File: config.mk
export PLATFORM = sky130hd
export DESIGN_NAME = tick_period_meter
export DESIGN_NICKNAME = d
export VERILOG_FILES = /design/src/rtl/tick_period_meter_pkg.sv /design/src/rtl/sat_counter.sv /design/src/rtl/tick_period_meter.sv
export SDC_FILE = /design/constraint.sdc
export NUM_CORES = 1
export LEC_CHECK = 0
export BUFFER_PORTS_ARGS = -buffer_cell sky130_fd_sc_hd__buf_2
export CELL_PAD_IN_SITES_DETAIL_PLACEMENT = 1
export CELL_PAD_IN_SITES_GLOBAL_PLACEMENT = 1
export CORE_MARGIN = 2
export CORE_UTILIZATION = 38
export DETAILED_ROUTE_END_ITERATION = 8
export GPL_TIMING_DRIVEN = 0
export PLACE_DENSITY = 0.79
export SETUP_SLACK_MARGIN = 0.3
export SLEW_MARGIN = 20
export SYNTH_ARGS = -nofsm -noshare
export SYNTH_HDL_FRONTEND = slang
export SYNTH_SLANG_ARGS = --single-unit
File: constraint.sdc
create_clock -name clk -period 2.1 [get_ports clk]
set_input_delay 0.105 -clock clk [delete_from_list [all_inputs] [get_ports clk]]
set_output_delay 0.105 -clock clk [all_outputs]
set_load 0.05 [all_outputs]
File: src/rtl/tick_period_meter_pkg.sv
// Shared types and default width for the tick period meter.
package tick_period_meter_pkg;

    typedef enum logic [1:0] {
        IDLE,
        WAIT_FIRST,
        MEASURE
    } tpm_state_t;

    localparam int TPM_N = 27;

endpackage

File: src/rtl/sat_counter.sv
// Saturating up-counter with clear and load-to-one, used as the interval timer.
module sat_counter #(
    parameter int N = 27
) (
    input  logic         clk,
    input  logic         rst,
    input  logic         clr,
    input  logic         load_one,
    input  logic         inc,
    output logic [N-1:0] count,
    output logic         at_max
);

    assign at_max = &count;

    always_ff @(posedge clk) begin
        if (rst || clr) begin
            count <= '0;
        end else if (load_one) begin
            count <= N'(1);
        end else if (inc && !at_max) begin
            count <= count + N'(1);
        end
    end

endmodule

File: src/rtl/tick_period_meter.sv
// Measures clk cycles between consecutive tic strobes and offers each period on valid/ready.
// Optional min/max tracking is built when TICK_PERIOD_METER_MINMAX_EN is defined.
module tick_period_meter
    import tick_period_meter_pkg::*;
#(
    parameter int N = TPM_N
) (
    input  logic         clk,
    input  logic         rst,
    input  logic         en,
    input  logic         tic,
    input  logic         out_ready,
    output logic [N-1:0] period,
    output logic         period_valid,
    output logic         period_ovf,
    output logic         missed,
    output logic         locked
`ifdef TICK_PERIOD_METER_MINMAX_EN
    ,
    output logic [N-1:0] per_min,
    output logic [N-1:0] per_max
`endif
);

    tpm_state_t   state;
    tpm_state_t   state_next;
    logic         cnt_clr;
    logic         cnt_load;
    logic         cnt_inc;
    logic         capture;
    logic [N-1:0] count;
    logic         at_max;
    logic         ovf_flag;

    sat_counter #(.N(N)) u_counter (
        .clk      (clk),
        .rst      (rst),
        .clr      (cnt_clr),
        .load_one (cnt_load),
        .inc      (cnt_inc),
        .count    (count),
        .at_max   (at_max)
    );

    always_ff @(posedge clk) begin
        if (rst) begin
            state <= IDLE;
        end else begin
            state <= state_next;
        end
    end

    // A low en overrides everything, including a tic in the same cycle.
    always_comb begin
        state_next = state;
        cnt_clr    = 1'b0;
        cnt_load   = 1'b0;
        cnt_inc    = 1'b0;
        capture    = 1'b0;
        if (!en) begin
            state_next = IDLE;
            cnt_clr    = 1'b1;
        end else begin
            case (state)
                IDLE: begin
                    cnt_clr    = 1'b1;
                    state_next = WAIT_FIRST;
                end
                WAIT_FIRST: begin
                    if (tic) begin
                        cnt_load   = 1'b1;
                        state_next = MEASURE;
                    end
                end
                MEASURE: begin
                    if (tic) begin
                        capture  = 1'b1;
                        cnt_load = 1'b1;
                    end else begin
                        cnt_inc = 1'b1;
                    end
                end
                default: state_next = IDLE;
            endcase
        end
    end

    // Overflow only when the interval exceeds the max count, so exactly 2^N-1 is still exact.
    always_ff @(posedge clk) begin
        if (rst || !en || cnt_load) begin
            ovf_flag <= 1'b0;
        end else if (cnt_inc && at_max) begin
            ovf_flag <= 1'b1;
        end
    end

    always_ff @(posedge clk) begin
        if (rst) begin
            period       <= '0;
            period_valid <= 1'b0;
            period_ovf   <= 1'b0;
            missed       <= 1'b0;
            locked       <= 1'b0;
        end else begin
            if (capture && (!period_valid || out_ready)) begin
                period       <= count;
                period_ovf   <= ovf_flag;
                period_valid <= 1'b1;
            end else begin
                if (capture) begin
                    missed <= 1'b1;
                end
                if (period_valid && out_ready) begin
                    period_valid <= 1'b0;
                end
            end
            if (!en) begin
                locked <= 1'b0;
            end else if (capture) begin
                locked <= 1'b1;
            end
        end
    end

`ifdef TICK_PERIOD_METER_MINMAX_EN
    logic en_prev;

    // Extremes track every capture, including ones dropped by backpressure.
    always_ff @(posedge clk) begin
        if (rst) begin
            en_prev <= 1'b0;
            per_min <= '1;
            per_max <= '0;
        end else begin
            en_prev <= en;
            if (en && !en_prev) begin
                per_min <= '1;
                per_max <= '0;
            end else if (capture) begin
                if (count < per_min) per_min <= count;
                if (count > per_max) per_max <= count;
            end
        end
    end
`endif

endmodule

# Yosys cells after proc, flatten, opt, wreduce, memory -nomap -nowiden
# Index checks and enable logic that the tools add are counted.
dict set report op_classes {
  bitwise_logic 3
  mux 16
  eq_ne 3
  n_addsub 1
  reduce_logical 20
}
# cell n
set ops {}
lappend ops {{$add 27x1->27 const B} 1}
lappend ops {{$reduce_and 27->1} 1}
lappend ops {{$mux 1} 14}
lappend ops {{$pmux 2 s3} 1}
lappend ops {{$reduce_or 2->1} 3}
lappend ops {{$logic_and 1x1->1} 4}
lappend ops {{$logic_or 1x1->1} 4}
lappend ops {{$reduce_and 2->1} 2}
lappend ops {{$reduce_bool 2->1} 2}
lappend ops {{$logic_not 1->1} 3}
lappend ops {{$not 1->1} 3}
lappend ops {{$eq 2x1->1 const B} 1}
lappend ops {{$eq 2x2->1 const B} 1}
lappend ops {{$logic_not 2->1} 1}
lappend ops {{$mux 2} 1}
lappend ops {{$ne 2x2->1 const B} 1}
dict set report totals {
  out_inout_bits 31
  ff_bits 61
}

# Depth between registers and ports, before layout
# Gate-level depths: netlist (run 1).
dict set report depth {
  word_depth 6
  depth_mapped 8
}

# Modules after synthesis
# Synthesis (run 1) repeated with hierarchy kept, for this count alone.
dict set report unflattened {
  cells_unflattened 329
  hier_area_um2 3029.2
}
# module area_per_inst_um2 cells_each instances
set by_module_without_submodules {}
lappend by_module_without_submodules {tick_period_meter 1602.8 155 1}
lappend by_module_without_submodules {sat_counter 1426.4 174 1}

# Worst setup path after synthesis (run 1)
# No wires, ideal clock.
dict set report synth_timing {
  path_kind {flip-flop to flip-flop}
  from {register state[0]}
  to {register u_counter.count[19]}
  path_slack_ns 0.103
  arrival_ns 1.923
  required_ns 2.026
  path_stages_with_launch 8
  path_cell_list {dfxtp_1 -> inv_1 -> ha_1 -> nand3b_4 -> nor4_4 -> o2111ai_1 -> or3_1 -> a21oi_1}
}
dict set report synth_between {
  elab_chain_len 5
  elab_cells_between_ends 13
  classes_between {2 x eq/ne; 6 x mux; 5 x reduce/logical}
}
# item line
set synth_rtl {}
lappend synth_rtl {{from (decl)} tick_period_meter.sv:25} ;# tpm_state_t state;
lappend synth_rtl {{from (signal assigned)} tick_period_meter.sv:49} ;# state <= state_next;
lappend synth_rtl {{$eq 2x2->1 (tied with other cells)} tick_period_meter.sv:64} ;# case (state)
lappend synth_rtl {{$reduce_or 2->1 (no line) / $mux 1 (equally long branches)} n/a}
lappend synth_rtl {{$mux 1, on equally long branches} n/a}
lappend synth_rtl {{$mux 1 / $logic_or 1x1->1 (equally long branches)} {tick_period_meter.sv:60, sat_counter.sv:17}}
lappend synth_rtl {{$reduce_or 2->1 (no line)} n/a}
lappend synth_rtl {{to (signal assigned)} sat_counter.sv:22} ;# count <= count + N'(1);
lappend synth_rtl {{to (decl)} sat_counter.sv:10} ;# output logic [N-1:0] count,
# Parallel ways exist; a longest one is shown, timed or not.
# A chain may end at the register's enable or synchronous reset.

# Worst setup path after layout (run 1)
dict set report layout_timing {
  from {register state[1]}
  to {register u_counter.count[11]}
}
# The elaborated chain is that of the path after synthesis.

==> impl_summary.md, run 1 <==
Layout
Leaving out fill and tap cells, the most frequent cells in the layout are 68 x sky130_fd_sc_hd__nand2_1, 37 x sky130_fd_sc_hd__dfxtp_1, 35 x sky130_fd_sc_hd__a21oi_1, 35 x sky130_fd_sc_hd__buf_2, 28 x sky130_fd_sc_hd__buf_4. The number of antenna diodes in the final layout is 0. For this run, the share of the core covered by cells in the final layout is 0.549. Relative to the synthesized area, the layout overhead comes to 39.1%. The non-filler instance count after layout is 496. The net count of the finished layout is 406. Leaving out fill and tap cells, the most frequent cell in the layout is sky130_fd_sc_hd__nand2_1. The share of layout cells above drive strength 1 is 0.388.

Timing
Based on the critical path, the design can be clocked at up to 537 MHz. The number of pins exceeding their max-slew limit in the final report was 0. Setup violations remaining at the end of the flow were counted as 0.

Setup slack on the critical path of the routed design comes to 239 ps. At the pin with the least slew margin, the transition time is 532 ps. Across all hold checks on the routed design, the worst slack comes to 130 ps. The final critical-path share of the clock period is 0.886. The count of endpoints failing hold in the final timing report is 0.

The remaining max-slew budget at the tightest pin is 0.645. Setup repair after global routing could not meet its margin everywhere. The time the worst path needs with I/O delays and setup is 1860 ps. The largest clock skew in the final design is 6.52 ps.

GRT
After global routing the overflow that remains totals 0. For this run, global-route usage on met2 was measured as 0.314. The number of global-route vias before repair is 2444. The met3 layer usage reported by global route is 0.0509. Entering global routing, the biggest net connects 11 pins. The global routing usage summed across all routing layers is 0.197. The initial antenna violation count is 0. The global routing's busiest layer is met2. The global routing met1 resource utilization is 0.249. The first global-routing pass estimated 11600 µm of wire.

Routing
The number of vias per cell after detailed routing is 5.32. The routed layout has 2638 vias. The sum of routed wire length over all layers is 8160 µm. The violation count after the first detailed-route iteration is 88. The iteration count of the initial detailed-routing pass is 4. The number of routed nets with antenna violations is 0. The average wire per standard cell is 16.5 µm. For this run, design rule violations remaining after detail routing come to 0.

Die
The core region is 0.00679 mm². For this configuration, the core starts out at a cell density of 0.394. The die is 88.0 µm wide. The overall die area is 0.00774 mm². The floorplan step set the die height to 88.0 µm.

The number of standard-cell rows in the floorplan is 30. The I/O pin count is 36.

Critical path
The cell with the most instances on the worst path is sky130_fd_sc_hd__nand2_2. The most critical setup path has its startpoint at state[1]. The capturing element type of the critical path is a register.

The required time of the critical path is 2380 ps. The delay of the slowest critical-path stage is 510 ps. The count of buffer and inverter cells on the critical path is 2. The launch instance of the worst register-to-register path is state[1].

Walking the worst path, the cells encountered are inv_4 -> ha_4 -> nand2_2 -> or3b_1 -> clkbuf_8 -> or4_4 -> nand2_2. The highest fanout seen on the critical path is 5. The worst setup path is launched from a register.

The worst setup path is of the register to register kind. The cell class contributing the biggest share of worst-path delay is simple AND/OR/NAND/NOR gates. The data arrival time of the critical path is 2140 ps. On the critical path, the stage with the largest delay is an instance of sky130_fd_sc_hd__or4_4.

Clock network
The total CTS buffers is 9. The clock latency at the later pin of the worst-skew pair is 350 ps. The number of sinks handled by clock tree synthesis is 61. The longest clock path from root to sink contains 2 buffers. The clock-pin slew of the registers on the worst-case setup and hold paths is 60 ps. The maximum level of the CTS H-tree is 3.

The root buffer selected by CTS is sky130_fd_sc_hd__clkbuf_8. TritonCTS built the clock tree.

Synth
The post-synthesis instance total is 316. The share of synthesized area in the top cell type comes to 0.456. The sequential element share of the synthesized area is 0.456. The number of nets handed over by synthesis was 327.

Ranked by total cell area, the synthesized netlist is headed by sky130_fd_sc_hd__dfxtp_1 46%, sky130_fd_sc_hd__nand2_1 10%, sky130_fd_sc_hd__a21oi_1 6.5%, sky130_fd_sc_hd__xor2_1 3.3%, sky130_fd_sc_hd__nor2_1 3.2%. The cell type with the largest total area after synthesis is sky130_fd_sc_hd__dfxtp_1. The mean instance size in the synthesized netlist is 8.48 µm².

The cell area after synthesis is 0.00268 mm². For this run, the number of Yosys warnings is 0. Counting flops and latches in the post-synthesis netlist gives 61.

The number of distinct standard cells referenced by the synthesized netlist is 42.

Pwr
Power spread over the standard cell area amounts to 674 mW/mm². IR analysis of the VDD net gives a maximum drop of 0.349 mV. In this run the static leakage power is 1.38 nW. Overall power consumption after layout is estimated at 0.00251 W.

Placement
Detailed placement ended at an HPWL of 4640 µm. The count of port buffers added during placement is 35. Timing analysis after detailed placement gives a worst setup slack of -47.8 ps. The congestion estimate from routability-driven global placement came to 0.740. After detailed placement, the design holds a cell count of 447.

Min path
The launch point of the worst hold path is out_ready. The path class of the tightest hold or removal check is input pin to register.

Job
The reported max-cap violation count is 0.

Run status
The run finished with clean final reports.
==> where the power goes <==
part / switching, W / internal, W
Combinational: 0.0000517 / 0.0000357
Sequential: 0.00000337 / 0.00114
Clock: 0.000462 / 0.000820
Total: 0.000517 / 0.00200
==> final timing paths <==
| check | to | slack (ps) | cells past startpoint |
|---|---|---|---|
| worst min register to register | period[11] | 450 | 2 |
| worst max-delay path | u_counter.count[11] | 240 | 7 |
| worst min-delay path | period_valid | 130 | 3 |
| worst max register to register | u_counter.count[11] | 240 | 7 |
==> what timing repair did <==
action | 4_1_cts | 5_1_grt
endpoints found under the setup margin | 47 | 48
buffers inserted | 13 | 19
resized for setup | 37 | 49
gates cloned | 1 | 0
hold buffers | 0 | 0
pin swaps | 14 | 10
==> final cells by class <==
type / instances / area, µm²
Fill cell: 801 / 3070
Multi-Input combinational cell: 239 / 1530
Sequential cell: 61 / 1290
Timing Repair Buffer: 68 / 442
Clock buffer: 12 / 145
Tap cell: 96 / 120
Clock inverter: 4 / 95.1
Buffer: 12 / 78.8
Inverter: 4 / 22.5
==> state kept, by name, indices dropped and copies added (netlist names) <==
register,cells
u_counter.count,27
period_valid,1
locked,1
state,2
period,27
ovf_flag,1
missed,1
period_ovf,1
==> worst register-to-register path, delay by kind of cell, from the launching register on <==
family | cells | cell delay [ps]
adders and majority gates | 1 | 230
buffers and inverters | 2 | 200
and+or+nand+nor | 4 | 990
DFF | 1 | 380
==> kinds of logic after synthesis <==
| kind of cell | synth area share |
|---|---|
| fa+ha+maj | 0.0280 |
| buf+inv | 0.0280 |
| flops | 0.456 |
| mux | 0.0149 |
| compound gates | 0.154 |
| simple gates | 0.283 |
| xor+xnor | 0.0359 |
==> per-layer routing <==
metal / part of all wire / vias up
li1: - / 1273
met5: 0 / -
met4: 0.024 / 0
met2: 0.50 / 58
met1: 0.44 / 1288
met3: 0.040 / 19
==> cells in the mapped netlist (all sizes together) <==
cell,n
a211oi,1
ha,6
nand2,73
nand3,9
xor2,10
nand4,11
nand4b,1
and3,3
o31ai,3
mux2i,4
or2,1
a21oi,44
nand3b,1
nor3,3
nor4,2
nand2b,4
inv,4
xnor2,1
nor2,23
and2,2
o21a,1
o2111ai,3
or3,9
nor3b,2
or3b,1
o211ai,2
nor2b,2
a31o,1
and4,3
buf,2
clkbuf,10
or4,3
dfxtp,61
o31a,1
o21ai,9
==> through the flow <==
stage                     setup TNS (ps)  area [µm²]
after floorplan                        0        2700
after global placement              -137        3000
after detailed placement            -373        3000
after CTS                              0        3450
after global routing                   0        3730
final                                  0        3730
Power figures use the tool's default switching activity.
==> inputs of run 2 (changes only) <==
Settings changed: BUFFER_PORTS_ARGS -buffer_cell sky130_fd_sc_hd__buf_2 to unset, CORE_UTILIZATION 38 to 40, DONT_BUFFER_PORTS set to 1, PLACE_DENSITY 0.79 to 0.76.
==> impl_summary.md, run 2 (synthesis gave the netlist of run 1 again) <==
Placement
The placed wire-length estimate is 4650 µm (was 4640 µm). The placer congestion estimate is 0.785 (was 0.740). The area of placed instances is 0.00280 mm² (was 0.00300 mm²). The count of port buffers added during placement is 0 (was 35).

Layout
The share of layout cells above drive strength 1 is 0.364 (was 0.388). The final net count was 377 (was 406). The total non-filler cell area in the finished layout is 0.00357 mm² (was 0.00373 mm²).

The most frequent standard cell in the layout excluding fill and tap cells is sky130_fd_sc_hd__nand2_1 (unchanged). The area of the multi-input gates is 0.00157 mm² (was 0.00153 mm²). Top library cells by usage in the layout, fill and taps aside: 69 x sky130_fd_sc_hd__nand2_1, 35 x sky130_fd_sc_hd__a21oi_1, 34 x sky130_fd_sc_hd__dfxtp_1, 32 x sky130_fd_sc_hd__buf_4, 20 x sky130_fd_sc_hd__nor2_1 (was 68 x sky130_fd_sc_hd__nand2_1, 37 x sky130_fd_sc_hd__dfxtp_1, 35 x sky130_fd_sc_hd__a21oi_1, 35 x sky130_fd_sc_hd__buf_2, 28 x sky130_fd_sc_hd__buf_4).

The layout overhead on the synthesized area is 33.1% (was 39.1%). Largest registers in the final layout: period (27), u_counter.count (27), state (2) (unchanged). The footprint of the flip-flops and latches was 0.00130 mm² (was 0.00129 mm²). The number of fill cells is 750 (was 801). The count of inserted antenna diode cells is 0 (unchanged).

Timing
Setup repair after global routing missed its margin: yes (unchanged). The final count of negative-setup-slack endpoints is 0 (unchanged). The time the worst path needs with I/O delays and setup is 1870 ps (was 1860 ps). The remaining max-slew budget at the tightest pin is 0.648 (was 0.645). The final hold slack is 25.6 ps (was 130 ps). The setup TNS is 0 ps (unchanged). The count of endpoints failing hold in the final timing report is 0 (unchanged). The largest clock skew in the final design is 7.18 ps (was 6.52 ps). The slew at the pin closest to its max-slew limit is 527 ps (was 532 ps).

The number of pins exceeding their max-slew limit in the final report is 0 (unchanged). The top achievable clock speed came to 535 MHz (was 537 MHz). The final critical-path share of the clock period came to 0.890 (was 0.886).

Clock network
The maximum level of the CTS H-tree is 3 (unchanged). The clock-pin slew of the registers on the worst-case setup and hold paths is 70 ps (was 60 ps). The root buffer selected by CTS is sky130_fd_sc_hd__clkbuf_8 (unchanged). The total CTS buffers is 9 (unchanged).

The clock latency at the later pin of the worst-skew pair is 330 ps (was 350 ps). The TritonCTS clock tree is built (unchanged). The number of sinks handled by clock tree synthesis came to 61 (unchanged). The maximum number of buffers from clock root to sink is 2 (unchanged).

Critical path
The data arrival time of the critical path is 2120 ps (was 2140 ps). The launch instance of the worst register-to-register path is u_counter.count[11] (was state[1]). The depth of the critical timing path with buffers and inverters included is 7 (unchanged). The worst reg-to-reg setup slack was 230 ps (was 240 ps). The cell class contributing the biggest share of worst-path delay is compound AO/OA/AOI/OAI gates (was simple AND/OR/NAND/NOR gates). The capturing point of the worst reg2reg path is u_counter.count[15] (was u_counter.count[11]).

The cell with the largest stage delay on the worst path was sky130_fd_sc_hd__dfxtp_4 (was sky130_fd_sc_hd__or4_4). The delay of the slowest critical-path stage came to 400 ps (was 510 ps). The count of buffer and inverter cells on the critical path was 2 (unchanged).

The origin of the worst setup path was u_counter.count[11] (was state[1]). The capturing instance or port of the critical path is u_counter.count[15] (was u_counter.count[11]). The highest fanout seen on the critical path came to 6 (was 5).

The startpoint type of the worst setup path is a register (unchanged). The number of cells on the worst reg-to-reg path is 7 (unchanged). The required time of the critical path is 2360 ps (was 2380 ps).

The capturing element type of the critical path is a register (unchanged). Sequence of cells on the critical path: nand3_4 -> or3_4 -> buf_6 -> o31ai_4 -> buf_6 -> o21ai_1 -> a21oi_2 (was inv_4 -> ha_4 -> nand2_2 -> or3b_1 -> clkbuf_8 -> or4_4 -> nand2_2). The cell with the most instances on the worst path is sky130_fd_sc_hd__buf_6 (was sky130_fd_sc_hd__nand2_2). The kind of critical path is register to register (unchanged).

GRT
The global-route wire length before repair is 11600 µm (unchanged). The total grt overflow was 0 (unchanged). The global routing usage summed across all routing layers was 0.199 (was 0.197). The number of global-route vias before repair was 2396 (was 2444). The largest net degree at the start of global routing was 11 (unchanged).

The initial antenna violation count came to 0 (unchanged).

Die
The area of the core region is 0.00642 mm² (was 0.00679 mm²). The I/O pin count came to 36 (unchanged). The starting density of the core is 0.417 (was 0.394). The width of the die is 85.9 µm (was 88.0 µm). The overall die area is 0.00737 mm² (was 0.00774 mm²). The chip height is 85.9 µm (was 88.0 µm). The number of standard-cell rows in the floorplan is 29 (was 30).

Routing
The sum of routed wire length over all layers came to 7960 µm (was 8160 µm). The via count came to 2466 (was 2638). The post-route DRC violation count is 4 (was 0). The iteration count of the initial detailed-routing pass came to 6 (was 4). The number of routed nets with antenna violations is 0 (unchanged). The violation count after the first detailed-route iteration is 106 (was 88). The number of vias per cell after detailed routing is 5.50 (was 5.32).

The average wire per standard cell is 17.8 µm (was 16.5 µm).

Run status
The final reports fail on DRC. Outcome: finished, violations left (was finished clean).

Pwr
The power density relative to cell area came to 629 mW/mm² (was 674 mW/mm²). The leakage power total is 1.24 nW (was 1.38 nW). The maximum ir drop on the vdd rail was 0.377 mV (was 0.349 mV).

Min path
The worst hold-check path type was input pin to register (unchanged). The launch point of the worst hold path is en (was out_ready).

Job
The reported max-cap violation count is 0 (unchanged).
-- run 2: worst min path at each step --
stage	cells past startpoint	slack, ps	end
final	2	30	period_valid
after global routing	2	30	period_valid
after CTS	2	10	period_valid
after detailed placement	2	310	period_valid
after global placement	2	310	period_valid
after floorplan	2	290	period_valid
-- run 2: final cells by class --
type,instances,share of cell area
repair buffers,39,0.0887
clock buffers,11,0.0396
clock inverters,5,0.0140
well taps,77,0.0270
plain buffers,12,0.0221
multi-input cells,239,0.439
inverters,4,0.00491
flip-flops and latches,61,0.365
-- run 2: what timing repair did --
action | 4_1_cts | 5_1_grt
hold buffers | 2 | 0
pin swaps | 9 | 21
gates cloned | 1 | 0
endpoints found under the setup margin | 47 | 48
setup buffers | 15 | 21
endpoints found under the hold margin | 2 | 0
resized for setup | 38 | 63
-- run 2: where the power goes --
part	leakage, nW	switching, W	internal [W]
Combinational	0.629	0.0000424	0.0000276
Clock	0.103	0.000463	0.000573
Sequential	0.511	0.00000334	0.00113
Total	1.24	0.000509	0.00174
-- run 2: routing by layer --
layer / wire length (µm) / vias up / share of wire / GRT usage
met5: 0 / - / 0 / 0
met4: 144 / 0 / 0.018 / 0.0808
met3: 315 / 14 / 0.040 / 0.0433
met2: 3990 / 44 / 0.50 / 0.319
met1: 3520 / 1205 / 0.44 / 0.260
li1: - / 1203 / - / -
-- run 2: metrics by stage --
| step | power [W] | util | setup slack (ps) | instances |
|---|---|---|---|---|
| final | 0.00224 | 0.556 | 232 | 448 |
| after global placement | 0.00124 | 0.436 | -42.8 | 393 |
| after CTS | 0.00228 | 0.504 | 288 | 427 |
| after floorplan | 0.00123 | - | 311 | 316 |
| after detailed placement | 0.00124 | 0.436 | -93.9 | 393 |
| after global routing | 0.00232 | 0.556 | 178 | 448 |
